**config.mk**
```make
export PLATFORM = sky130hd
export DESIGN_NAME = ring_delay_flat
export DESIGN_NICKNAME = d
export VERILOG_FILES = /design/src/rtl/ring_delay_pkg.sv /design/src/rtl/ring_delay_if.sv /design/src/rtl/ring_delay_mem.sv /design/src/rtl/ring_delay.sv /design/src/flat_wrapper.sv
export SDC_FILE = /design/constraint.sdc
export NUM_CORES = 1
export LEC_CHECK = 0
export ABC_AREA = 1
export BUFFER_PORTS_ARGS = -buffer_cell sky130_fd_sc_hd__buf_2
export CORE_ASPECT_RATIO = 0.8
export CORE_MARGIN = 1.5
export CORE_UTILIZATION = 55
export DETAILED_ROUTE_END_ITERATION = 7
export GPL_TIMING_DRIVEN = 0
export HOLD_SLACK_MARGIN = 0.03
export PLACE_DENSITY = 0.74
export SYNTH_ARGS = -nofsm -noshare
export SYNTH_HDL_FRONTEND = slang
export SYNTH_HIERARCHICAL = 1
export SYNTH_SLANG_ARGS = --single-unit
```
**constraint.sdc**
```tcl
create_clock -name clk_i -period 5.9 [get_ports clk_i]
set_clock_uncertainty 0.2 [all_clocks]
set_input_delay 0.59 -clock clk_i [delete_from_list [all_inputs] [get_ports clk_i]]
set_output_delay 0.59 -clock clk_i [all_outputs]
set_load 0.005 [all_outputs]
```
**src/rtl/ring_delay_pkg.sv**
```systemverilog
// ring_delay_pkg: shared helpers for the programmable ring-buffer delay line.
// Helpers take 32-bit arguments; callers cast to and from their own widths.
package ring_delay_pkg;

  localparam int unsigned RD_WIDTH_DEF = 8;
  localparam int unsigned RD_DEPTH_DEF = 8;

  // Map a requested delay onto the legal range 1..depth.
  function automatic int unsigned clamp_delay(input int unsigned req,
                                              input int unsigned depth);
    if (req == 32'd0) return 32'd1;
    if (req > depth) return depth;
    return req;
  endfunction

  // (a - b) mod depth for a < depth and b <= depth, wrapped by compare/add.
  function automatic int unsigned wrap_sub(input int unsigned a,
                                           input int unsigned b,
                                           input int unsigned depth);
    if (a >= b) return a - b;
    return a + depth - b;
  endfunction

  // Fill state restarts on a flush or on any change of the effective delay.
  function automatic logic reload_needed(input logic        flush,
                                         input int unsigned clamped,
                                         input int unsigned current);
    return flush || (clamped != current);
  endfunction

endpackage

```
**src/rtl/ring_delay_if.sv**
```systemverilog
// ring_delay_if: sample stream, delay control and status of one delay line.
interface ring_delay_if
  import ring_delay_pkg::*;
#(
  parameter int unsigned WIDTH = RD_WIDTH_DEF,
  parameter int unsigned DEPTH = RD_DEPTH_DEF
) ();

  localparam int unsigned DW = $clog2(DEPTH + 1);

  logic             enable_i;
  logic             flush_i;
  logic [DW-1:0]    delay_i;
  logic [WIDTH-1:0] data_i;
  logic [WIDTH-1:0] data_o;
  logic             valid_o;
  logic [DW-1:0]    fill_o;

  modport master (
    output enable_i, flush_i, delay_i, data_i,
    input  data_o, valid_o, fill_o
  );

  modport slave (
    input  enable_i, flush_i, delay_i, data_i,
    output data_o, valid_o, fill_o
  );

endinterface

```
**src/rtl/ring_delay_mem.sv**
```systemverilog
// ring_delay_mem: DEPTH x WIDTH storage, one synchronous write port and one
// asynchronous read port. Kept separate so a vendor RAM can replace it.
module ring_delay_mem #(
  parameter int unsigned WIDTH = 8,
  parameter int unsigned DEPTH = 8,
  parameter int unsigned AW    = $clog2(DEPTH)
) (
  input  logic             clk_i,
  input  logic             we_i,
  input  logic [AW-1:0]    waddr_i,
  input  logic [WIDTH-1:0] wdata_i,
  input  logic [AW-1:0]    raddr_i,
  output logic [WIDTH-1:0] rdata_o
);

  logic [WIDTH-1:0] mem_q [DEPTH];

  // Write port; entries are never reset, readers mask stale data.
  always_ff @(posedge clk_i) begin
    if (we_i) mem_q[waddr_i] <= wdata_i;
  end

  assign rdata_o = mem_q[raddr_i];

endmodule

```
**src/rtl/ring_delay.sv**
```systemverilog
// ring_delay: run-time programmable delay line built on a wrapping ring buffer.
// Optional macro RING_DELAY_OREG_EN adds a one-cycle output register on
// data_o/valid_o; fill_o is never registered twice.
module ring_delay
  import ring_delay_pkg::*;
#(
  parameter int unsigned WIDTH = RD_WIDTH_DEF,
  parameter int unsigned DEPTH = RD_DEPTH_DEF
) (
  input  logic         clk_i,
  input  logic         rst_i,
  ring_delay_if.slave  bus
);

  localparam int unsigned DW = $clog2(DEPTH + 1);
  localparam int unsigned AW = $clog2(DEPTH);

  logic [AW-1:0]    wp_q;
  logic [AW-1:0]    rd_addr_c;
  logic [DW-1:0]    fill_q;
  logic [DW-1:0]    delay_q;
  logic [DW-1:0]    delay_clamp_c;
  logic             reload_c;
  logic             valid_c;
  logic [WIDTH-1:0] rd_data_c;
  logic [WIDTH-1:0] data_c;

  ring_delay_mem #(
    .WIDTH (WIDTH),
    .DEPTH (DEPTH),
    .AW    (AW)
  ) u_mem (
    .clk_i   (clk_i),
    .we_i    (bus.enable_i),
    .waddr_i (wp_q),
    .wdata_i (bus.data_i),
    .raddr_i (rd_addr_c),
    .rdata_o (rd_data_c)
  );

  // Clamp request, detect reload, locate the tap and mask unfilled output.
  always_comb begin
    delay_clamp_c = DW'(clamp_delay(32'(bus.delay_i), DEPTH));
    reload_c      = reload_needed(bus.flush_i, 32'(delay_clamp_c), 32'(delay_q));
    rd_addr_c     = AW'(wrap_sub(32'(wp_q), 32'(delay_q), DEPTH));
    valid_c       = (fill_q >= delay_q);
    data_c        = valid_c ? rd_data_c : '0;
  end

  // Write pointer, fill count and effective delay.
  always_ff @(posedge clk_i or posedge rst_i) begin
    if (rst_i) begin
      wp_q    <= '0;
      fill_q  <= '0;
      delay_q <= DW'(1);
    end else begin
      if (bus.enable_i) begin
        wp_q <= (wp_q == AW'(DEPTH - 1)) ? '0 : wp_q + AW'(1);
      end
      if (reload_c) begin
        delay_q <= delay_clamp_c;
        fill_q  <= bus.enable_i ? DW'(1) : '0;
      end else if (bus.enable_i && (fill_q != DW'(DEPTH))) begin
        fill_q <= fill_q + DW'(1);
      end
    end
  end

  assign bus.fill_o = fill_q;

`ifdef RING_DELAY_OREG_EN
  logic [WIDTH-1:0] data_q;
  logic             valid_q;

  // Output register, refreshed every clock regardless of enable.
  always_ff @(posedge clk_i or posedge rst_i) begin
    if (rst_i) begin
      data_q  <= '0;
      valid_q <= 1'b0;
    end else begin
      data_q  <= data_c;
      valid_q <= valid_c;
    end
  end

  assign bus.data_o  = data_q;
  assign bus.valid_o = valid_q;
`else
  assign bus.data_o  = data_c;
  assign bus.valid_o = valid_c;
`endif

endmodule

```
**src/flat_wrapper.sv**
```systemverilog
// flat-port wrapper written by rule: the top's interface ports become plain ports
module ring_delay_flat import ring_delay_pkg::*;
#(
  parameter int unsigned WIDTH = RD_WIDTH_DEF,
  parameter int unsigned DEPTH = RD_DEPTH_DEF
)
  (clk_i, rst_i, bus_enable_i, bus_flush_i, bus_delay_i, bus_data_i, bus_data_o, bus_valid_o, bus_fill_o);
  ring_delay_if #(.WIDTH(WIDTH), .DEPTH(DEPTH)) bus_i ();
  input  logic clk_i;
  input  logic rst_i;
  input wire logic [$bits(bus_i.enable_i)-1:0] bus_enable_i;
  input wire logic [$bits(bus_i.flush_i)-1:0] bus_flush_i;
  input wire logic [$bits(bus_i.delay_i)-1:0] bus_delay_i;
  input wire logic [$bits(bus_i.data_i)-1:0] bus_data_i;
  output wire logic [$bits(bus_i.data_o)-1:0] bus_data_o;
  output wire logic [$bits(bus_i.valid_o)-1:0] bus_valid_o;
  output wire logic [$bits(bus_i.fill_o)-1:0] bus_fill_o;
  assign bus_i.enable_i = bus_enable_i;
  assign bus_i.flush_i = bus_flush_i;
  assign bus_i.delay_i = bus_delay_i;
  assign bus_i.data_i = bus_data_i;
  assign bus_data_o = bus_i.data_o;
  assign bus_valid_o = bus_i.valid_o;
  assign bus_fill_o = bus_i.fill_o;
  ring_delay #(.WIDTH(WIDTH), .DEPTH(DEPTH)) u_core (.clk_i(clk_i), .rst_i(rst_i), .bus(bus_i));
endmodule
```
==> impl_metrics.sql, run 1 <==
INSERT INTO impl_metrics (metric_group, metric, value, unit) VALUES
('global_route', 'grt_pass1_vias', '2584', ''),
('sta', 'setup_tns', '0', 'ns'),
('setup_path', 'max_stage_delay', '0.39', 'ns'),
('power', 'p_leak', '2.10', 'nW'),
('drt', 'drt-pass1-iter-count', '4', ''),
('drt', 'drt_wl_total', '7850', 'µm'),
('drt', 'post_drt_via_cell_ratio', '4.88', ''),
('power', 'peakVddDrop', '255', 'µV'),
('yosys', 'synth_top_area_cell', 'sky130_fd_sc_hd__edfxtp_1', ''),
('yosys', 'yosys_register_bits', '75', ''),
('power', 'cellInternalPower', '0.00115', 'W'),
('yosys', 'synthDominantCellAreaShare', '51.9', '%'),
('global_route', 'global_route_wire_length_before_repair', '12700', 'µm'),
('power', 'power.switching_fraction', '35.0', '%'),
('global_route', 'global_route.peak_usage_layer', 'met2', ''),
('global_route', 'use_met3', '7.19', '%'),
('setup_path', 'end_kind', 'output port', ''),
('worst_hold_path', 'hp-class', 'in2async', ''),
('drt', 'detailroute.via_count', '2592', ''),
('place', 'pre_cts_setup_slack', '2.78', 'ns'),
('drt', 'drt_first_iter_violations', '256', ''),
('sta', 'rsz0062_at_grt', 'no', ''),
('global_route', 'groute.usage.overall', '24.4', '%'),
('yosys', 'synth_cells', '403', ''),
('cts', 'clockBufferDepth', '2', ''),
('yosys', 'synth_most_common_cell', 'sky130_fd_sc_hd__nand2_1', ''),
('yosys', 'synth-warning-count', '6', ''),
('cts', 'cts.repair_timing.setup_buffer_count', '0', ''),
('power', 'power-per-cell-area', '425', 'nW/µm²'),
('final_layout', 'areaGrowthSynthToFinish', '12.9', '%'),
('floorplanning', 'floorplan.die.height', '76.4', 'µm'),
('power', 'clockPowerShare', '25.4', '%'),
('sta', 'slew_headroom', '31.6', '%'),
('status', 'outcome', 'complete, no violations', ''),
('cts', 'ctsHtreeMaxLevel', '3', ''),
('global_route', 'grt.met2_usage', '36.9', '%'),
('final_layout', 'insertedDiodeCount', '0', ''),
('setup_path', 'worstPathCellList', 'inv_1 -> ha_1 -> fa_1 -> xnor2_1 -> xor2_1 -> buf_2 -> inv_1 -> nand2_1 -> nand2_1 -> nand2_1 -> inv_1 -> buf_2', ''),
('drt', 'wire_per_inst', '14.8', 'µm'),
('sta', 'layout_setup_ws', '2.41', 'ns'),
('setup_path', 'cp_max_fo', '9', ''),
('cts', 'clock-sinks', '75', ''),
('floorplanning', 'num_rows', '26', ''),
('drt', 'final_antenna_net_count', '0', ''),
('yosys', 'proportion_of_register_bits_with_asynchronous_set_or_reset_after_synthesis', '14.7', '%'),
('sta', 'setup_viol', '0', ''),
('place', 'port-buffer-count', '28', ''),
('global_route', 'overflow', '0', ''),
('yosys', 'synth_area_per_cell', '9.19', 'µm²'),
('setup_path', 'crit_path_start_kind', 'flip-flop', ''),
('final_layout', 'final-seq-area', '2200', 'µm²'),
('cts', 'cts_tree', 'yes', ''),
('final_layout', 'design.final.nets', '468', ''),
('cts', 'post_cts_resize_count', '0', ''),
('global_route', 'number_of_antenna_violations_at_the_first_check_in_global_routing', '0', ''),
('cts', 'cts_hold_repair.buffers', '0', ''),
('final_layout', 'n_fill_cell', '514', ''),
('power', 'share_seq_of_total_power', '37.8', '%'),
('sta', 'max_slew.worst_pin.slew', '1.02', 'ns'),
('sta', 'fmax', '286', 'MHz'),
('power', 'net_sw_power', '0.000623', 'W'),
('setup_path', 'critical-path-top-delay-family', 'buffers and inverters', ''),
('final_layout', 'multiInputGateArea', '1020', 'µm²'),
('sta', 'finalWorstPathRequiredPeriod', '3.49', 'ns'),
('yosys', 'post_synth_main_area_contributors', 'sky130_fd_sc_hd__edfxtp_1 (52%), sky130_fd_sc_hd__nand2_1 (14%), sky130_fd_sc_hd__inv_1 (9.4%)', ''),
('floorplanning', 'num_io_pins', '29', ''),
('sta', 'maxSlewViolCount', '0', ''),
('global_route', 'gr-usage-met1', '34.4', '%'),
('floorplanning', 'core_region_area', '6440', 'µm²'),
('drt', 'route.detailed.drc', '0', ''),
('setup_path', 'critPathArrivalTime', '2.70', 'ns');
## state kept, by name, indices dropped and copies added (netlist names)
register            flops
u_core/bus.fill_o       4
u_core/delay_q          4
u_core/u_mem/mem_q     64
u_core/wp_q             3
## cells by family (layout without fill, tap and decap cells)
family          after synthesis  in the layout  share of synthesized area (%)
buf+inv                     110            154                           12.9
flops                        75             75                           59.4
fa+ha+maj                    10             10                           3.58
simple gates                195            195                           21.5
compound gates                9              9                           1.55
mux                           1              1                          0.304
xor+xnor                      3              3                          0.710
## power by group through the flow
stage	registers, W	clock network [W]	logic (W)
after CTS	0.000671	0.000462	0.000653
final	0.000672	0.000451	0.000654
after global routing	0.000678	0.000482	0.000736
after detailed placement	0.000682	0	0.000649
after floorplan	0.000675	0	0.000458
after global placement	0.000680	0	0.000626
## placed cells by master, fill, tap and decap left out, types with 2 or more instances in the layout
cell type | Yosys | routed
sky130_fd_sc_hd__o21ai_0 | 4 | 4
sky130_fd_sc_hd__nand3b_1 | 2 | 2
sky130_fd_sc_hd__ha_1 | 9 | 9
sky130_fd_sc_hd__inv_1 | 93 | 93
sky130_fd_sc_hd__nand2_1 | 136 | 136
sky130_fd_sc_hd__nor2_1 | 14 | 14
sky130_fd_sc_hd__buf_4 | 3 | 3
sky130_fd_sc_hd__xor2_1 | 2 | 2
sky130_fd_sc_hd__buf_2 | 2 | 30
sky130_fd_sc_hd__clkbuf_1 | 1 | 3
sky130_fd_sc_hd__dfrtp_1 | 10 | 10
sky130_fd_sc_hd__bufinv_16 | 0 | 3
sky130_fd_sc_hd__buf_6 | 6 | 6
sky130_fd_sc_hd__inv_2 | 3 | 3
sky130_fd_sc_hd__clkbuf_8 | 0 | 9
sky130_fd_sc_hd__a21oi_2 | 2 | 2
sky130_fd_sc_hd__nand3_1 | 40 | 40
sky130_fd_sc_hd__nand4_1 | 2 | 2
sky130_fd_sc_hd__edfxtp_1 | 64 | 64
## metal layers
metal	vias up	wire length (µm)
li1	1316	-
met1	1178	3220
met2	88	3780
met3	10	778
met4	0	75
met5	-	0
## layout make-up
type	count	share of cell area (%)
well taps	84	2.51
clock inverters	5	2.45
plain buffers	13	2.69
clock buffers	11	3.14
inverters	97	8.77
repair buffers	28	3.35
multi-input cells	218	24.5
flip-flops and latches	75	52.6
## path summary, 6_finish.rpt
path	start	to	slack, ns	depth (start not counted)
hold / removal	rst_i	u_core/bus.fill_o[3]	0.05	2
hold reg to reg	u_core/bus.fill_o[2]	u_core/bus.fill_o[2]	0.44	2
min in group clk_i	bus_delay_i[3]	u_core/delay_q[2]	0.30	2
setup / recovery	u_core/wp_q[0]	bus_data_o[7]	2.41	12
max in group asynchronous	rst_i	u_core/delay_q[0]	5.11	2
setup reg to reg	u_core/wp_q[2]	u_core/u_mem/mem_q[3][1]	3.93	3
## through the flow
stage | power, W | hold slack [ns] | std cells | area [µm²] | util [%]
final | 0.00178 | 0.0453 | 531 | 4180 | 64.9
after floorplan | 0.00113 | 0.242 | 403 | 3700 | -
after global routing | 0.00190 | 0.0673 | 531 | 4180 | 64.9
after detailed placement | 0.00133 | 0.416 | 515 | 3950 | 61.3
after CTS | 0.00179 | 0.0380 | 531 | 4180 | 64.9
after global placement | 0.00131 | 0.400 | 515 | 3950 | 61.3
Note: power is estimated with default switching activity, not from simulation.
==> run 2, diff against run 1 <==
clock period = 3.6 ns   (was 5.9 ns; I/O delays follow)
==> run 2 against run 1 <==
- core utilization rose by 0.16 points
- clock power grew 64%
- critical endpoint unchanged
- sequential share of layout area shrank 0.13 points
- first-iteration DRC count decreased by 20%
- non-clock buffer count is 1 higher
- worst setup slack lost 2.1 ns
- largest cell class unchanged
- largest power group unchanged
- global-route usage about the same
==> impl_metrics.sql, run 2 (same netlist as run 1, synthesis figures left out) <==
INSERT INTO impl_metrics (metric_group, metric, value, unit) VALUES
('status', 'outcome', 'complete, no violations', ''),
('cts', 'clock-sinks', '75', ''),
('global_route', 'groute.usage.overall', '24.4', '%'),
('worst_hold_path', 'hp-class', 'in2reg', ''),
('sta', 'finalWorstPathRequiredPeriod', '3.28', 'ns'),
('setup_path', 'rr_endpoint', 'u_core/u_mem/mem_q[3][1]', ''),
('final_layout', 'areaGrowthSynthToFinish', '13.2', '%'),
('sta', 'setup_viol', '0', ''),
('drt', 'drt_first_iter_violations', '204', ''),
('sta', 'finalCritPeriodShare', '91.1', '%'),
('setup_path', 'worstPathCellList', 'inv_1 -> ha_1 -> fa_1 -> xnor2_1 -> xor2_1 -> buf_2 -> inv_1 -> nand2_1 -> nand2_1 -> nand2_1 -> inv_1 -> buf_2', ''),
('sta', 'slew_headroom', '34.7', '%'),
('cts', 'clockBufferDepth', '2', ''),
('drt', 'wl_met1', '3380', 'µm'),
('worst_hold_path', 'min-delay-start', 'bus_delay_i[3]', ''),
('setup_path', 'cpMaxStageDelayCell', 'sky130_fd_sc_hd__dfrtp_1', ''),
('final_layout', 'regMostFlops', 'u_core/u_mem/mem_q', ''),
('drt', 'post_drt_via_cell_ratio', '4.99', ''),
('drt', 'wire_per_inst', '14.8', 'µm'),
('place', 'detailedPlacementHpwl', '5290', 'µm'),
('final_layout', 'layout.cells.most_common_list', 'sky130_fd_sc_hd__nand2_1 (136), sky130_fd_sc_hd__inv_1 (93), sky130_fd_sc_hd__edfxtp_1 (64)', ''),
('final_layout', 'number_of_flip_flops_in_the_largest_register', '64', ''),
('global_route', 'global_route_wire_length_before_repair', '12800', 'µm'),
('setup_path', 'cp_max_fo', '9', ''),
('cts', 'clk_root_buffer_cell', 'sky130_fd_sc_hd__clkbuf_8', ''),
('place', 'pre_cts_setup_slack', '0.707', 'ns'),
('cts', 'insertion_delay', '0.34', 'ns'),
('drt', 'drt-pass1-iter-count', '5', ''),
('power', 'p_leak', '2.10', 'nW'),
('setup_path', 'worst_flop_to_flop_path_startpoint', 'u_core/wp_q[2]', ''),
('global_route', 'number_of_antenna_violations_at_the_first_check_in_global_routing', '0', ''),
('drt', 'detailroute.via_count', '2654', ''),
('worst_hold_path', 'min_delay_path_depth', '2', ''),
('setup_path', 'rrSetupSlack', '1.65', 'ns'),
('cts', 'cts_hold_repair.buffers', '1', ''),
('worst_hold_path', 'min_to', 'u_core/delay_q[2]', ''),
('cts', 'cts_tree', 'yes', ''),
('sta', 'rsz0062_at_grt', 'no', ''),
('drt', 'routed_length_on_met2', '3780', 'µm'),
('drt', 'met3WireLength', '633', 'µm'),
('floorplanning', 'num_rows', '26', ''),
('drt', 'route.detailed.drc', '0', ''),
('sta', 'setup_tns', '0', 'ns'),
('cts', 'ctsHtreeMaxLevel', '3', ''),
('drt', 'final_antenna_net_count', '0', ''),
('global_route', 'grt_pass1_vias', '2587', ''),
('setup_path', 'critical-path-top-delay-family', 'buffers and inverters', ''),
('cts', 'cts-buffers-inserted', '9', ''),
('sta', 'maxSlewViolCount', '0', ''),
('final_layout', 'insertedDiodeCount', '0', ''),
('setup_path', 'critPathArrivalTime', '2.72', 'ns'),
('sta', 'finalHoldViolations', '0', ''),
('floorplanning', 'floorplan.die.height', '76.4', 'µm'),
('sta', 'max_slew.worst_pin.slew', '0.976', 'ns'),
('setup_path', 'critical_path_required', '3.04', 'ns'),
('floorplanning', 'num_io_pins', '29', ''),
('place', 'gp_routability_congestion', '0.847', ''),
('run', 'max_cap_viol_count', '0', ''),
('global_route', 'grt_start_max_net_pins', '14', ''),
('sta', 'fmax', '305', 'MHz'),
('floorplanning', 'dieWidth', '94.7', 'µm'),
('cts', 'path_clk_slew', '0.08', 'ns'),
('place', 'port-buffer-count', '28', ''),
('setup_path', 'cp.depth', '12', ''),
('power', 'peakVddDrop', '421', 'µV'),
('sta', 'layout_setup_ws', '0.322', 'ns'),
('setup_path', 'end_kind', 'output port', ''),
('final_layout', 'design.final.nets', '469', ''),
('final_layout', 'final_common_cell', 'sky130_fd_sc_hd__nand2_1', ''),
('setup_path', 'path_buf_inv', '5', ''),
('setup_path', 'worst_r2r_path_depth', '3', ''),
('floorplanning', 'initial_cell_density_of_the_core', '57.5', '%'),
('drt', 'drt_wl_total', '7890', 'µm'),
('cts', 'cts.repair_timing.setup_buffer_count', '0', ''),
('setup_path', 'crit_path_start_kind', 'flip-flop', ''),
('final_layout', 'share_of_cells_above_drive_strength_1', '13.8', '%'),
('floorplanning', 'fp.dieArea', '7240', 'µm²'),
('global_route', 'overflow', '0', ''),
('power', 'power-per-cell-area', '697', 'nW/µm²'),
('drt', 'route.top_layer_used', 'met4', ''),
('setup_path', 'critical_path_class', 'reg2out', ''),
('floorplanning', 'core_region_area', '6440', 'µm²'),
('setup_path', 'max_stage_delay', '0.39', 'ns'),
('cts', 'post_cts_resize_count', '0', '');
## run 2: cell types whose count changed in the layout (fill, tap and decap cells not counted), sizes merged
| cell | before | now |
|---|---|---|
| dlygate4sd3 | 0 | 1 |
## run 2: worst reg2reg max path: stages (launching register included)
cell and delay (ns):
sky130_fd_sc_hd__dfrtp_1 0.46, sky130_fd_sc_hd__inv_1 0.10, sky130_fd_sc_hd__nand2_1 0.08, sky130_fd_sc_hd__nor2_1 0.73
## run 2: layout make-up
| type | count | area [µm²] |
|---|---|---|
| Tap cell | 84 | 105 |
| Timing Repair Buffer | 29 | 150 |
| Multi-Input combinational cell | 218 | 1020 |
| Clock buffer | 11 | 131 |
| Sequential cell | 75 | 2200 |
| Buffer | 13 | 113 |
| Clock inverter | 5 | 103 |
| Inverter | 97 | 367 |
| Fill cell | 510 | 2250 |
## run 2: per-stage QoR
| step | cells | util [%] | hold slack, ns | area, µm² | power, W |
|---|---|---|---|---|---|
| after floorplan | 403 | - | 0.0117 | 3700 | 0.00186 |
| after global placement | 515 | 61.3 | 0.180 | 3950 | 0.00214 |
| after detailed placement | 515 | 61.3 | 0.186 | 3950 | 0.00218 |
| after CTS | 532 | 65.1 | 0.0491 | 4190 | 0.00293 |
| after global routing | 532 | 65.1 | 0.0580 | 4190 | 0.00311 |
| final | 532 | 65.1 | 0.0680 | 4190 | 0.00292 |
## run 2: power by group
group | switching, W | internal, W | total [W] | leakage, nW
registers | 0.0000423 | 0.00106 | 0.00110 | 0.718
clock network | 0.000282 | 0.000460 | 0.000741 | 0.114
logic | 0.000704 | 0.000375 | 0.00108 | 1.27
total | 0.00103 | 0.00189 | 0.00292 | 2.10
## run 2: worst max-delay path by stage
stage                        start            end  slack, ns
floorplan           u_core/wp_q[0]  bus_data_o[0]       1.22
global placement    u_core/wp_q[0]  bus_data_o[7]       0.77
detailed placement  u_core/wp_q[0]  bus_data_o[7]       0.71
CTS                 u_core/wp_q[0]  bus_data_o[7]       0.32
global route        u_core/wp_q[0]  bus_data_o[4]       0.09
finish              u_core/wp_q[0]  bus_data_o[7]       0.32
## run 2: layer usage
layer | vias to the layer above | track usage [%]
li1 | 1318 | -
met2 | 85 | 36.9
met4 | 0 | 7.16
met3 | 13 | 7.19
met5 | - | 0
met1 | 1238 | 34.3
==> run 3, diff against run 2 <==
ABC_AREA = 0   (was 1)
CORE_MARGIN = 5   (was 1.5)
PLACE_DENSITY = 0.73   (was 0.74)
==> run 3 against run 2 <==
- wire length fell by 25%
- critical path type unchanged
- total power down 7.9%
- first-iteration DRC count shrank 62%
- clock power is 3.0% higher
==> impl_metrics.sql, run 3 <==
INSERT INTO impl_metrics (metric_group, metric, value, unit) VALUES
('status', 'outcome', 'complete, no violations', ''),
('place', 'port-buffer-count', '27', ''),
('power', 'power.share.combinational', '30.8', '%'),
('drt', 'drt-pass1-iter-count', '6', ''),
('drt', 'wire_per_inst', '18.7', 'µm'),
('power', 'power.switching_fraction', '25.6', '%'),
('worst_hold_path', 'min_delay_path_depth', '1', ''),
('setup_path', 'critPathArrivalTime', '2.85', 'ns'),
('final_layout', 'share_of_cells_above_drive_strength_1', '31.9', '%'),
('yosys', 'synth-warning-count', '6', ''),
('cts', 'clk_root_buffer_cell', 'sky130_fd_sc_hd__clkbuf_8', ''),
('final_layout', 'multiInputGateArea', '1060', 'µm²'),
('sta', 'finalWorstPathRequiredPeriod', '3.41', 'ns'),
('run', 'max_cap_viol_count', '0', ''),
('global_route', 'grt_pass1_vias', '1695', ''),
('sta', 'setup_viol', '0', ''),
('yosys', 'synth_most_common_cell', 'sky130_fd_sc_hd__edfxtp_1', ''),
('global_route', 'global_route_wire_length_before_repair', '9220', 'µm'),
('setup_path', 'cp.depth', '11', ''),
('yosys', 'synth_cells', '187', ''),
('power', 'cellInternalPower', '0.00200', 'W'),
('floorplanning', 'floorplan.die.height', '79.7', 'µm'),
('final_layout', 'final-seq-area', '2200', 'µm²'),
('final_layout', 'n_fill_cell', '399', ''),
('power', 'peakVddDrop', '273', 'µV'),
('cts', 'insertion_delay', '0.34', 'ns'),
('drt', 'routed_length_on_met2', '2880', 'µm'),
('power', 'clockPowerShare', '28.3', '%'),
('yosys', 'synth_top_area_cell', 'sky130_fd_sc_hd__edfxtp_1', ''),
('drt', 'drt_wl_total', '5920', 'µm'),
('yosys', 'synth-edff-count', '64', ''),
('sta', 'max_slew.worst_pin.slew', '0.920', 'ns'),
('sta', 'finalHoldViolations', '0', ''),
('yosys', 'post_synth_main_area_contributors', 'sky130_fd_sc_hd__edfxtp_1 (58%), sky130_fd_sc_hd__mux4_1 (12%), sky130_fd_sc_hd__dfrtp_1 (7.5%)', ''),
('worst_hold_path', 'hp-class', 'in2reg', ''),
('global_route', 'groute.usage.overall', '16.4', '%'),
('drt', 'final_antenna_net_count', '0', ''),
('cts', 'cts_tree', 'yes', ''),
('setup_path', 'end_kind', 'output port', ''),
('final_layout', 'number_of_flip_flops_in_the_largest_register', '64', ''),
('global_route', 'overflow', '0', ''),
('drt', 'wl_met1', '2680', 'µm'),
('final_layout', 'layout.cells.most_common_list', 'sky130_fd_sc_hd__edfxtp_1 (64), sky130_fd_sc_hd__buf_2 (27), sky130_fd_sc_hd__mux4_1 (15)', ''),
('yosys', 'ys_seq_area_share', '65.8', '%'),
('yosys', 'yosys_register_bits', '75', ''),
('final_layout', 'areaGrowthSynthToFinish', '16.9', '%'),
('floorplanning', 'fp.dieArea', '7740', 'µm²'),
('power', 'share_seq_of_total_power', '40.9', '%'),
('sta', 'setup_tns', '0', 'ns'),
('floorplanning', 'num_rows', '25', ''),
('setup_path', 'crit_path_start_kind', 'flip-flop', ''),
('cts', 'clock-sinks', '75', ''),
('cts', 'clockBufferDepth', '2', ''),
('yosys', 'synth_area', '3340', 'µm²'),
('cts', 'ctsHtreeMaxLevel', '3', ''),
('place', 'detailedPlacementHpwl', '3960', 'µm'),
('yosys', 'post_synth_cell_types', '40', ''),
('setup_path', 'critical_path_required', '3.04', 'ns'),
('sta', 'slew_headroom', '38.4', '%'),
('drt', 'route.top_layer_used', 'met4', ''),
('place', 'gp_routability_congestion', '0.705', ''),
('floorplanning', 'dieWidth', '97.1', 'µm'),
('yosys', 'synth_top_flop_cell', 'sky130_fd_sc_hd__edfxtp_1', ''),
('final_layout', 'insertedDiodeCount', '0', ''),
('final_layout', 'regMostFlops', 'u_core/u_mem/mem_q', ''),
('final_layout', 'fin_util', '66.0', '%'),
('setup_path', 'critical-path-top-delay-family', 'multiplexers', ''),
('sta', 'fmax', '293', 'MHz'),
('power', 'power-per-cell-area', '689', 'nW/µm²'),
('power', 'net_sw_power', '0.000690', 'W'),
('sta', 'rsz0062_at_grt', 'no', ''),
('setup_path', 'path_buf_inv', '4', ''),
('drt', 'detailroute.via_count', '1709', ''),
('sta', 'finalCritPeriodShare', '94.7', '%'),
('final_layout', 'final_common_cell', 'sky130_fd_sc_hd__edfxtp_1', ''),
('floorplanning', 'core_region_area', '5910', 'µm²'),
('global_route', 'number_of_antenna_violations_at_the_first_check_in_global_routing', '0', ''),
('floorplanning', 'num_io_pins', '29', ''),
('yosys', 'synth_area_per_cell', '17.9', 'µm²'),
('setup_path', 'max_stage_delay', '0.36', 'ns'),
('cts', 'path_clk_slew', '0.08', 'ns'),
('setup_path', 'critical_path_class', 'reg2out', ''),
('final_layout', 'design.final.nets', '256', ''),
('drt', 'met3WireLength', '318', 'µm'),
('global_route', 'grt_start_max_net_pins', '14', ''),
('yosys', 'synth_nets', '213', ''),
('sta', 'maxSlewViolCount', '0', ''),
('yosys', 'proportion_of_register_bits_with_asynchronous_set_or_reset_after_synthesis', '14.7', '%'),
('drt', 'post_drt_via_cell_ratio', '5.41', ''),
('yosys', 'synth.cells.most_frequent', 'sky130_fd_sc_hd__edfxtp_1 (64), sky130_fd_sc_hd__mux4_1 (15), sky130_fd_sc_hd__nor2_1 (12)', ''),
('setup_path', 'cp_max_fo', '10', ''),
('yosys', 'synthDominantCellAreaShare', '57.5', '%'),
('cts', 'cts-buffers-inserted', '9', ''),
('setup_path', 'worstPathCellList', 'inv_1 -> ha_1 -> fa_2 -> xnor2_2 -> xnor2_1 -> clkbuf_8 -> buf_6 -> mux4_1 -> mux2_2 -> nor3b_1 -> buf_2', ''),
('drt', 'route.detailed.drc', '0', ''),
('drt', 'drt_first_iter_violations', '78', ''),
('floorplanning', 'initial_cell_density_of_the_core', '56.5', '%'),
('setup_path', 'worst_r2r_path_depth', '2', ''),
('power', 'p_leak', '1.47', 'nW'),
('setup_path', 'cpMaxStageDelayCell', 'sky130_fd_sc_hd__dfrtp_2', '');
## run 3: repair_timing
| item | CTS | global route |
|---|---|---|
| endpoints found under the hold margin | 10 | 0 |
| hold buffers | 1 | 0 |
| pin swaps | 0 | 0 |
| endpoints found under the setup margin | 8 | 8 |
| gates cloned | 0 | 0 |
| resized for setup | 6 | 3 |
| buffers inserted | 1 | 3 |
## run 3: cell families after synthesis
family | synth area share (%)
adders and majority gates | 3.97
and+or+nand+nor | 7.46
AOI/OAI and AO/OA | 1.87
buffers and inverters | 3.30
DFF | 65.8
muxes | 16.3
xor gates and xnor gates | 1.31
## run 3: layout make-up
class | instances | share of cell area (%)
well taps | 81 | 2.60
multi-input cells | 93 | 27.1
repair buffers | 32 | 4.49
flip-flops and latches | 75 | 56.4
inverters | 11 | 1.06
plain buffers | 8 | 2.18
clock buffers | 12 | 3.72
clock inverters | 4 | 2.53
## run 3: path summary, 6_finish.rpt
path	slack, ns	startpoint	endpoint
setup / recovery	0.19	u_core/wp_q[0]	bus_data_o[1]
hold / removal	0.1	bus_data_i[7]	u_core/u_mem/mem_q[1][7]
setup reg to reg	1.59	u_core/wp_q[2]	u_core/u_mem/mem_q[2][0]
hold reg to reg	0.39	u_core/wp_q[0]	u_core/wp_q[0]
max in group asynchronous	2.51	rst_i	u_core/delay_q[0]
min in group asynchronous	0.35	rst_i	u_core/wp_q[2]
## run 3: per-stage QoR
| stage | power (W) | cells | setup slack (ns) | hold WS [ns] | instance area (µm²) |
|---|---|---|---|---|---|
| after floorplan | 0.00166 | 187 | 0.532 | 0.0117 | 3340 |
| after global placement | 0.00184 | 295 | -0.0734 | 0.179 | 3580 |
| after detailed placement | 0.00185 | 295 | -0.115 | 0.181 | 3580 |
| after CTS | 0.00266 | 313 | 0.0194 | 0.0820 | 3850 |
| after global routing | 0.00283 | 316 | 0.0125 | 0.0767 | 3900 |
| final | 0.00269 | 316 | 0.191 | 0.0971 | 3900 |
## run 3: metal layers
metal	up-vias	global-route usage, %
li1	823	-
met1	832	21.2
met2	47	27.2
met3	7	5.94
met4	0	3.37
met5	-	0
## run 3: power groups by stage
stage,clock (W),sequential [W],combinational [W]
floorplan,0,0.00110,0.000556
global placement,0,0.00111,0.000724
detailed placement,0,0.00112,0.000736
CTS,0.000779,0.00110,0.000787
global route,0.000825,0.00111,0.000892
finish,0.000763,0.00110,0.000829
